File: src/rtl/dffram_bist_ctrl_pkg.sv
// dffram_bist_pkg: shared FSM encoding, phase enum, status codes, seeds and the test pattern for the DFFRAM BIST
package dffram_bist_pkg;
  localparam logic [2:0] S_IDLE  = 3'd0;
  localparam logic [2:0] S_WR    = 3'd1;
  localparam logic [2:0] S_RD    = 3'd2;
  localparam logic [2:0] S_FLUSH = 3'd3;
  localparam logic [2:0] S_PASS  = 3'd4;
  localparam logic [2:0] S_DONE  = 3'd5;
  localparam logic [2:0] S_FAIL  = 3'd6;
  typedef enum logic [1:0] {PH_WORD, PH_HALF, PH_BYTE} phase_e;
  localparam logic [31:0] SEED_WORD = 32'h5555_AAAA;
  localparam logic [31:0] SEED_HALF = 32'h3C3C_C3C3;
  localparam logic [31:0] SEED_BYTE = 32'h0F0F_F0F0;
  localparam logic [15:0] ST_IDLE       = 16'h0000;
  localparam logic [15:0] ST_WORD_START = 16'hA040;
  localparam logic [15:0] ST_WORD_PASS  = 16'hAB41;
  localparam logic [15:0] ST_WORD_FAIL  = 16'hAB40;
  localparam logic [15:0] ST_HALF_START = 16'hA020;
  localparam logic [15:0] ST_HALF_PASS  = 16'hAB21;
  localparam logic [15:0] ST_HALF_FAIL  = 16'hAB20;
  localparam logic [15:0] ST_BYTE_START = 16'hA010;
  localparam logic [15:0] ST_BYTE_PASS  = 16'hAB11;
  localparam logic [15:0] ST_BYTE_FAIL  = 16'hAB10;
  localparam logic [15:0] ST_DONE       = ST_BYTE_PASS;
  function automatic logic [31:0] seed_of(input phase_e p);
    return p == PH_WORD ? SEED_WORD : p == PH_HALF ? SEED_HALF : SEED_BYTE;
  endfunction
  function automatic logic [31:0] pattern(input logic [7:0] a8, input logic [31:0] seed);
    return {~a8, a8, ~a8, a8} ^ seed;
  endfunction
  function automatic logic [1:0] sub_max(input phase_e p);
    return p == PH_WORD ? 2'd0 : p == PH_HALF ? 2'd1 : 2'd3;
  endfunction
  function automatic logic [3:0] lane_we(input phase_e p, input logic [1:0] sub);
    return p == PH_WORD ? 4'hF : p == PH_HALF ? (sub[0] ? 4'hC : 4'h3) : 4'b0001 << sub;
  endfunction
  function automatic logic [15:0] code_start(input phase_e p);
    return p == PH_WORD ? ST_WORD_START : p == PH_HALF ? ST_HALF_START : ST_BYTE_START;
  endfunction
  function automatic logic [15:0] code_pass(input phase_e p);
    return p == PH_WORD ? ST_WORD_PASS : p == PH_HALF ? ST_HALF_PASS : ST_BYTE_PASS;
  endfunction
  function automatic logic [15:0] code_fail(input phase_e p);
    return p == PH_WORD ? ST_WORD_FAIL : p == PH_HALF ? ST_HALF_FAIL : ST_BYTE_FAIL;
  endfunction
endpackage

File: src/rtl/dffram_bist_ctrl_if.sv
// dffram_bist_ctrl_if: host RAM port plus DFFRAM port seen by the BIST controller
//   host_en/host_we/host_a/host_di -> controller, host_do/host_stall <- controller
//   ram_en/ram_we/ram_a/ram_di <- controller, ram_do -> controller (valid one cycle after a read)
//   slave: controller side, master: SoC/RAM side
interface dffram_bist_ctrl_if #(parameter int ADDR_W = 8);
  logic              host_en;
  logic [3:0]        host_we;
  logic [ADDR_W-1:0] host_a;
  logic [31:0]       host_di;
  logic [31:0]       host_do;
  logic              host_stall;
  logic              ram_en;
  logic [3:0]        ram_we;
  logic [ADDR_W-1:0] ram_a;
  logic [31:0]       ram_di;
  logic [31:0]       ram_do;
  modport slave (
    input  host_en, host_we, host_a, host_di, ram_do,
    output host_do, host_stall, ram_en, ram_we, ram_a, ram_di
  );
  modport master (
    output host_en, host_we, host_a, host_di, ram_do,
    input  host_do, host_stall, ram_en, ram_we, ram_a, ram_di
  );
endinterface

File: src/rtl/dffram_bist_ctrl_port_mux.sv
// dffram_port_mux: hands the DFFRAM port to the host when idle and to the BIST engine while busy
//   busy            controller owns the RAM
//   ctl_en/we/a/di  controller request, ctl_do read data back to the controller
//   bus             host and RAM ports
module dffram_port_mux #(parameter int ADDR_W = 8) (
  input  logic              busy,
  input  logic              ctl_en,
  input  logic [3:0]        ctl_we,
  input  logic [ADDR_W-1:0] ctl_a,
  input  logic [31:0]       ctl_di,
  output logic [31:0]       ctl_do,
  dffram_bist_ctrl_if.slave bus
);
  assign bus.ram_en     = busy ? ctl_en : bus.host_en;
  assign bus.ram_we     = busy ? ctl_we : bus.host_we;
  assign bus.ram_a      = busy ? ctl_a  : bus.host_a;
  assign bus.ram_di     = busy ? ctl_di : bus.host_di;
  assign bus.host_do    = busy ? 32'h0  : bus.ram_do;
  assign bus.host_stall = busy & bus.host_en;
  assign ctl_do         = bus.ram_do;
endmodule

File: src/rtl/dffram_bist_ctrl.sv
// dffram_bist_ctrl: write/read-back BIST for a 2^ADDR_W x 32 DFFRAM in word, half-word and byte write phases
//   core_clk/core_rstn   clock, asynchronous active-low reset
//   start                one-cycle run request, ignored while a test is running
//   busy/done/pass       running / finished / finished without miscompare
//   status               progress code for la_output[31:16]
//   fail_addr/fail_data  first miscompare, captured only when DFFRAM_BIST_FAIL_CAPTURE_EN is defined
//   bus                  host and DFFRAM ports (slave modport)
module dffram_bist_ctrl
  import dffram_bist_pkg::*;
#(parameter int ADDR_W = 8) (
  input  logic              core_clk,
  input  logic              core_rstn,
  input  logic              start,
  output logic              busy,
  output logic              done,
  output logic              pass,
  output logic [15:0]       status,
  output logic [ADDR_W-1:0] fail_addr,
  output logic [31:0]       fail_data,
  dffram_bist_ctrl_if.slave bus
);
  localparam logic [ADDR_W-1:0] LAST = '1;
  logic [2:0]        state;
  phase_e            phase;
  logic [ADDR_W-1:0] addr, rd_addr;
  logic [1:0]        sub;
  logic              rd_vld, go, mis, last_sub, c_en;
  logic [3:0]        c_we;
  logic [31:0]       seed, c_di, c_do;
  always_comb begin
    seed     = seed_of(phase);
    last_sub = sub == sub_max(phase);
    go       = start && (state == S_IDLE || state == S_DONE || state == S_FAIL);
    // read data lags the address by one cycle, so compare against the registered address
    mis      = rd_vld && (state == S_RD || state == S_FLUSH) && c_do != pattern(8'(rd_addr), seed);
    busy     = state == S_WR || state == S_RD || state == S_FLUSH || state == S_PASS;
    done     = state == S_DONE || state == S_FAIL;
    pass     = state == S_DONE;
    status   = state == S_IDLE ? ST_IDLE :
               state == S_PASS ? code_pass(phase) :
               state == S_FAIL ? code_fail(phase) :
               state == S_DONE ? ST_DONE : code_start(phase);
    c_en     = state == S_WR || state == S_RD;
    c_we     = state == S_WR ? lane_we(phase, sub) : 4'h0;
    c_di     = pattern(8'(addr), seed);
  end
  always_ff @(posedge core_clk or negedge core_rstn) begin
    if (!core_rstn) begin
      state   <= S_IDLE;
      phase   <= PH_WORD;
      addr    <= '0;
      sub     <= '0;
      rd_vld  <= 1'b0;
      rd_addr <= '0;
    end else begin
      rd_vld  <= state == S_RD;
      rd_addr <= addr;
      if (go) begin
        state <= S_WR;
        phase <= PH_WORD;
        addr  <= '0;
        sub   <= '0;
      end else begin
        case (state)
          S_WR: begin
            sub <= last_sub ? 2'd0 : sub + 2'd1;
            if (last_sub) begin
              addr  <= addr == LAST ? '0 : addr + 1'b1;
              state <= addr == LAST ? S_RD : S_WR;
            end
          end
          S_RD: begin
            if (mis) state <= S_FAIL;
            else begin
              addr  <= addr == LAST ? '0 : addr + 1'b1;
              state <= addr == LAST ? S_FLUSH : S_RD;
            end
          end
          S_FLUSH: state <= mis ? S_FAIL : S_PASS;
          S_PASS: begin
            state <= phase == PH_BYTE ? S_DONE : S_WR;
            phase <= phase == PH_WORD ? PH_HALF : PH_BYTE;
          end
          default: ;
        endcase
      end
    end
  end
`ifdef DFFRAM_BIST_FAIL_CAPTURE_EN
  always_ff @(posedge core_clk or negedge core_rstn) begin
    if (!core_rstn) begin
      fail_addr <= '0;
      fail_data <= '0;
    end else if (go) begin
      fail_addr <= '0;
      fail_data <= '0;
    end else if (mis) begin
      fail_addr <= rd_addr;
      fail_data <= c_do;
    end
  end
`else
  assign fail_addr = '0;
  assign fail_data = '0;
`endif
  dffram_port_mux #(.ADDR_W(ADDR_W)) u_mux (
    .busy   (busy),
    .ctl_en (c_en),
    .ctl_we (c_we),
    .ctl_a  (addr),
    .ctl_di (c_di),
    .ctl_do (c_do),
    .bus    (bus)
  );
endmodule

File: src/flat_wrapper.sv
// flat-port wrapper written by rule: the top's interface ports become plain ports
module dffram_bist_ctrl_flat import dffram_bist_pkg::*;
#(parameter int ADDR_W = 8)
  (core_clk, core_rstn, start, busy, done, pass, status, fail_addr, fail_data, bus_host_en, bus_host_we, bus_host_a, bus_host_di, bus_ram_do, bus_host_do, bus_host_stall, bus_ram_en, bus_ram_we, bus_ram_a, bus_ram_di);
  dffram_bist_ctrl_if #(.ADDR_W(ADDR_W)) bus_i ();
  input  logic core_clk;
  input  logic core_rstn;
  input  logic start;
  output logic busy;
  output logic done;
  output logic pass;
  output logic [15:0] status;
  output logic [ADDR_W-1:0] fail_addr;
  output logic [31:0] fail_data;
  input wire logic [$bits(bus_i.host_en)-1:0] bus_host_en;
  input wire logic [$bits(bus_i.host_we)-1:0] bus_host_we;
  input wire logic [$bits(bus_i.host_a)-1:0] bus_host_a;
  input wire logic [$bits(bus_i.host_di)-1:0] bus_host_di;
  input wire logic [$bits(bus_i.ram_do)-1:0] bus_ram_do;
  output wire logic [$bits(bus_i.host_do)-1:0] bus_host_do;
  output wire logic [$bits(bus_i.host_stall)-1:0] bus_host_stall;
  output wire logic [$bits(bus_i.ram_en)-1:0] bus_ram_en;
  output wire logic [$bits(bus_i.ram_we)-1:0] bus_ram_we;
  output wire logic [$bits(bus_i.ram_a)-1:0] bus_ram_a;
  output wire logic [$bits(bus_i.ram_di)-1:0] bus_ram_di;
  assign bus_i.host_en = bus_host_en;
  assign bus_i.host_we = bus_host_we;
  assign bus_i.host_a = bus_host_a;
  assign bus_i.host_di = bus_host_di;
  assign bus_i.ram_do = bus_ram_do;
  assign bus_host_do = bus_i.host_do;
  assign bus_host_stall = bus_i.host_stall;
  assign bus_ram_en = bus_i.ram_en;
  assign bus_ram_we = bus_i.ram_we;
  assign bus_ram_a = bus_i.ram_a;
  assign bus_ram_di = bus_i.ram_di;
  dffram_bist_ctrl #(.ADDR_W(ADDR_W)) u_core (.core_clk(core_clk), .core_rstn(core_rstn), .start(start), .busy(busy), .done(done), .pass(pass), .status(status), .fail_addr(fail_addr), .fail_data(fail_data), .bus(bus_i));
endmodule
File: config.mk
export PLATFORM = sky130hd
export DESIGN_NAME = dffram_bist_ctrl_flat
export DESIGN_NICKNAME = d
export VERILOG_FILES = /design/src/rtl/dffram_bist_ctrl_pkg.sv /design/src/rtl/dffram_bist_ctrl_if.sv /design/src/rtl/dffram_bist_ctrl_port_mux.sv /design/src/rtl/dffram_bist_ctrl.sv /design/src/flat_wrapper.sv
export SDC_FILE = /design/constraint.sdc
export NUM_CORES = 1
export LEC_CHECK = 0
export CORE_AREA = 2 2 104 106
export CTS_BUF_LIST = sky130_fd_sc_hd__clkbuf_16
export DETAILED_ROUTE_END_ITERATION = 8
export DIE_AREA = 0 0 106 108
export MAX_ROUTING_LAYER = met4
export PLACE_DENSITY_LB_ADDON = 0.3
export SLEW_MARGIN = 25
export SYNTH_ARGS = -nofsm -noshare
export SYNTH_HDL_FRONTEND = slang
export SYNTH_SLANG_ARGS = --single-unit
File: constraint.sdc
create_clock -name core_clk -period 2.4 [get_ports core_clk]
set_input_delay 0.48 -clock core_clk [delete_from_list [all_inputs] [get_ports core_clk]]
set_output_delay 0.48 -clock core_clk [all_outputs]
set_load 0.05 [all_outputs]
==> flow_metrics.py <==
metrics = {
    "cts": {
        "clkTransAtPathRegs_ns": 0.06,
        "clock_latency_ns": 0.25,
        "cts_root_buffer": "clkbuf_16",
        "cts-htree-levels": 1,
        "cts.hold.buffers_added": 0,
        "cts_buffers": 3,
        "clockBufferDepth": 2,
        "cts_tree": "built",
        "cts.sinks": 24,
    },
    "critical_path": {
        "timing.rr.start": "u_core.phase[1]",
        "cp_data_arrival_time_ns": 2.48,
        "cp-start-kind": "input port",
        "critPathMaxStageDelay_ns": 0.52,
        "crit_type": "input port to flop",
        "crit_chain": "clkdlybuf4s50_1 -> xnor2_1 -> and3_1 -> o21ai_0 -> or4_4 -> o21ai_4 -> o211ai_4 -> mux2_4",
        "reg2regPathDepth": 7,
        "reg2reg_slack_ns": 0.08,
        "critPathSlowestCell": "clkdlybuf4s50_1",
        "crit_cells": 8,
        "r2r-end": "u_core.addr[0]",
        "worstPathRequired_ns": 2.54,
        "crit_path_max_fanout": 2,
        "cp.buffers_inverters": 1,
        "cp_top_family": "simple AND/OR/NAND/NOR gates",
        "worstSetupEndpointType": "flop",
    },
    "global_route": {
        "grt_pass1_vias": 3344,
        "gr-usage-all-layers_pct": 20.27,
        "grt_pass1_wl_mm": 18.08,
        "antenna_found_initial": 0,
        "overflow": 0,
        "grt_max_degree": 41,
    },
    "drt": {
        "vias_per_cell": 4.665,
        "antenna_left": 0,
        "wl_mm": 12.14,
        "first_iter_violations": 246,
        "drc": 0,
        "vias": 3457,
        "drt-pass1-iter-count": 4,
        "detail_route.wl_per_cell_um": 16.38,
    },
    "placed_design": {
        "dpl_cell_area_um2": 6010,
        "preCtsSetupSlack_ns": -0.5387,
        "port_buffers": 169,
        "dp_hpwl_mm": 9.868,
        "dp.cells": 731,
        "place.gp.congestion": 0.9035,
    },
    "synth": {
        "synth_area_per_cell_um2": 7.278,
        "synth_enable_flop_cells": 0,
        "ys_types": 57,
        "yosys_register_bits": 24,
        "synth_top_area_cell": "dfrtp_1",
        "synthDominantCellAreaShare_pct": 19.93,
        "ys.flop_type": "dfrtp_1",
        "synth_area_um2": 3013,
        "ys_async_sr_fraction_pct": 100.0,
        "syn_inst": 414,
        "yosysSeqAreaShare_pct": 19.93,
        "yosys_warnings": 0,
        "yosys-top-cells-area": "dfrtp_1 (20%), buf_4 (13%), nand2_1 (11%), nor2b_1 (7.7%), o21ai_0 (4.3%)",
    },
    "die": {
        "start_util_pct": 29.45,
        "rows": 37,
        "pin_count": 217,
        "die_x_um": 106,
        "coreArea_um2": 10230,
        "die_area_um2": 11450,
        "die_h_um": 108,
    },
    "power_and_ir_drop": {
        "peakVddDrop_mv": 0.7264,
        "pwr_density_cell_nw_per_um2": 1218,
        "p_leak_nw": 2.819,
    },
    "layout": {
        "final_nets": 691,
        "drive_gt1_share_pct": 38.02,
        "mostFrequentLayoutCells": "buf_12 (88), nand2_1 (75), clkdlybuf4s50_1 (69), conb_1 (47), buf_4 (41)",
        "antenna_cells": 0,
        "fin_cells": 741,
        "area_growth_syn_to_layout_pct": 109.9,
        "stdcell_area_um2": 6324,
        "mostFrequentLayoutCell": "buf_12",
    },
    "flow_run": {
        "cap_violations": 0,
    },
    "timing": {
        "fin_skew_ns": 0.001235,
        "final-hold-violation-count": 0,
        "holdWs_ns": 0.4950,
        "rsz0062_at_grt": "yes",
        "postLayoutSetupSlackWorst_ns": 0.06361,
        "post-route-period-util_pct": 97.35,
        "finalSetupViolations": 0,
        "finalMaxSlewViolations": 0,
        "fin_crit_ns": 2.336,
        "max_freq_mhz": 428.0,
    },
    "worst_hold_path": {
        "whs_path_depth": 0,
        "hp-class": "flop to flop",
        "hold_path_end": "u_core.rd_addr[7]",
        "hp-start": "u_core.addr[7]",
    },
    "outcome": {
        "status": "finished clean",
    },
}
## per-layer routing
layer,vias up,routed length (µm),track usage [%]
li1,1673,-,-
met1,1629,4698,24.33
met2,147,6433,36.64
met3,8,901,3.255
met4,0,106,3.102
met5,-,0,-
## report_power, final
| group | switching [W] | internal, W |
|---|---|---|
| clock | 0.000148 | 0.000332 |
| combinational | 0.00355 | 0.00296 |
| sequential | 0.000170 | 0.000540 |
| total | 0.00387 | 0.00383 |
## synthesized netlist by cell type, types with 3 or more instances
| master | number |
|---|---|
| nand2_1 | 85 |
| buf_4 | 51 |
| nor2b_1 | 37 |
| o21ai_0 | 26 |
| dfrtp_1 | 24 |
| clkbuf_1 | 14 |
| inv_1 | 14 |
| o21a_1 | 14 |
| nor2_1 | 12 |
| xnor2_1 | 11 |
| a21oi_1 | 10 |
| nand3_1 | 10 |
| nor3_1 | 8 |
| xor2_1 | 7 |
| and3_1 | 6 |
| mux2i_1 | 6 |
| and2_1 | 5 |
| ha_1 | 5 |
| nand3b_1 | 5 |
| o21bai_1 | 5 |
| a311oi_1 | 4 |
| nand2b_1 | 4 |
| a31oi_1 | 3 |
| and3b_1 | 3 |
| buf_2 | 3 |
| nor3b_1 | 3 |
## per-stage QoR
step,setup TNS (ns),power [W],util (%)
floorplan,-1.163,0.004105,-
global route,-0.02916,0.008014,61.81
detailed placement,-5.309,0.007152,58.74
CTS,0,0.007689,60.57
global placement,-5.103,0.007087,58.74
finish,0,0.007699,61.81
## cells by family after synthesis
kind of cell / after synthesis / share of synthesized area, %
AND/OR/NAND/NOR: 190 / 32.02
buffers and inverters: 85 / 17.32
AO/OA/AOI/OAI: 80 / 18.81
flip-flops: 24 / 19.93
XOR/XNOR: 20 / 6.520
multiplexers: 8 / 2.865
adder cells (fa/ha/maj): 6 / 2.409
other: 1 / 0.1245
## worst reg2reg max path: stages, from the launching register on
cell	delay, ns
dfrtp_2	0.46
nor2_4	0.18
xor2_2	0.15
mux2_4	0.31
or4_4	0.53
o21ai_4	0.18
o211ai_4	0.10
mux2_4	0.31
## registers in the layout (all words and copies together) (netlist names)
name,count
u_core.addr,8
u_core.rd_addr,8
u_core.rd_vld,1
u_core.sub,2
u_core.state,3
u_core.phase,2
## worst max path at each step
stage,from,end
2_1_floorplan,u_core.state[0],bus_ram_a[6]
3_3_place_gp,bus_ram_do[2],u_core.addr[0]
3_5_place_dp,bus_ram_do[2],u_core.addr[0]
4_1_cts,bus_ram_do[26],u_core.addr[0]
5_1_grt,u_core.phase[1],u_core.addr[4]
6_report,bus_ram_do[12],u_core.addr[0]
## layout make-up
cell class / count / area [µm²]
multi-input cells: 351 / 2469
repair buffers: 211 / 2900
repair inverters: 1 / 8.758
clock inverters: 1 / 30.03
clock buffers: 3 / 75.07
flip-flops and latches: 24 / 605.6
fillers: 800 / 3908
well taps: 136 / 170.2
inverters: 14 / 65.06
## repair_timing
| action | in CTS | in global routing |
|---|---|---|
| endpoints found under the setup margin | 79 | 41 |
| gates cloned | 0 | 2 |
| hold endpoints to repair | 0 | 0 |
| pin swaps | 5 | 10 |
| setup buffers | 2 | 2 |
| resized for setup | 21 | 26 |
Note: power is estimated with default switching activity, not from simulation.
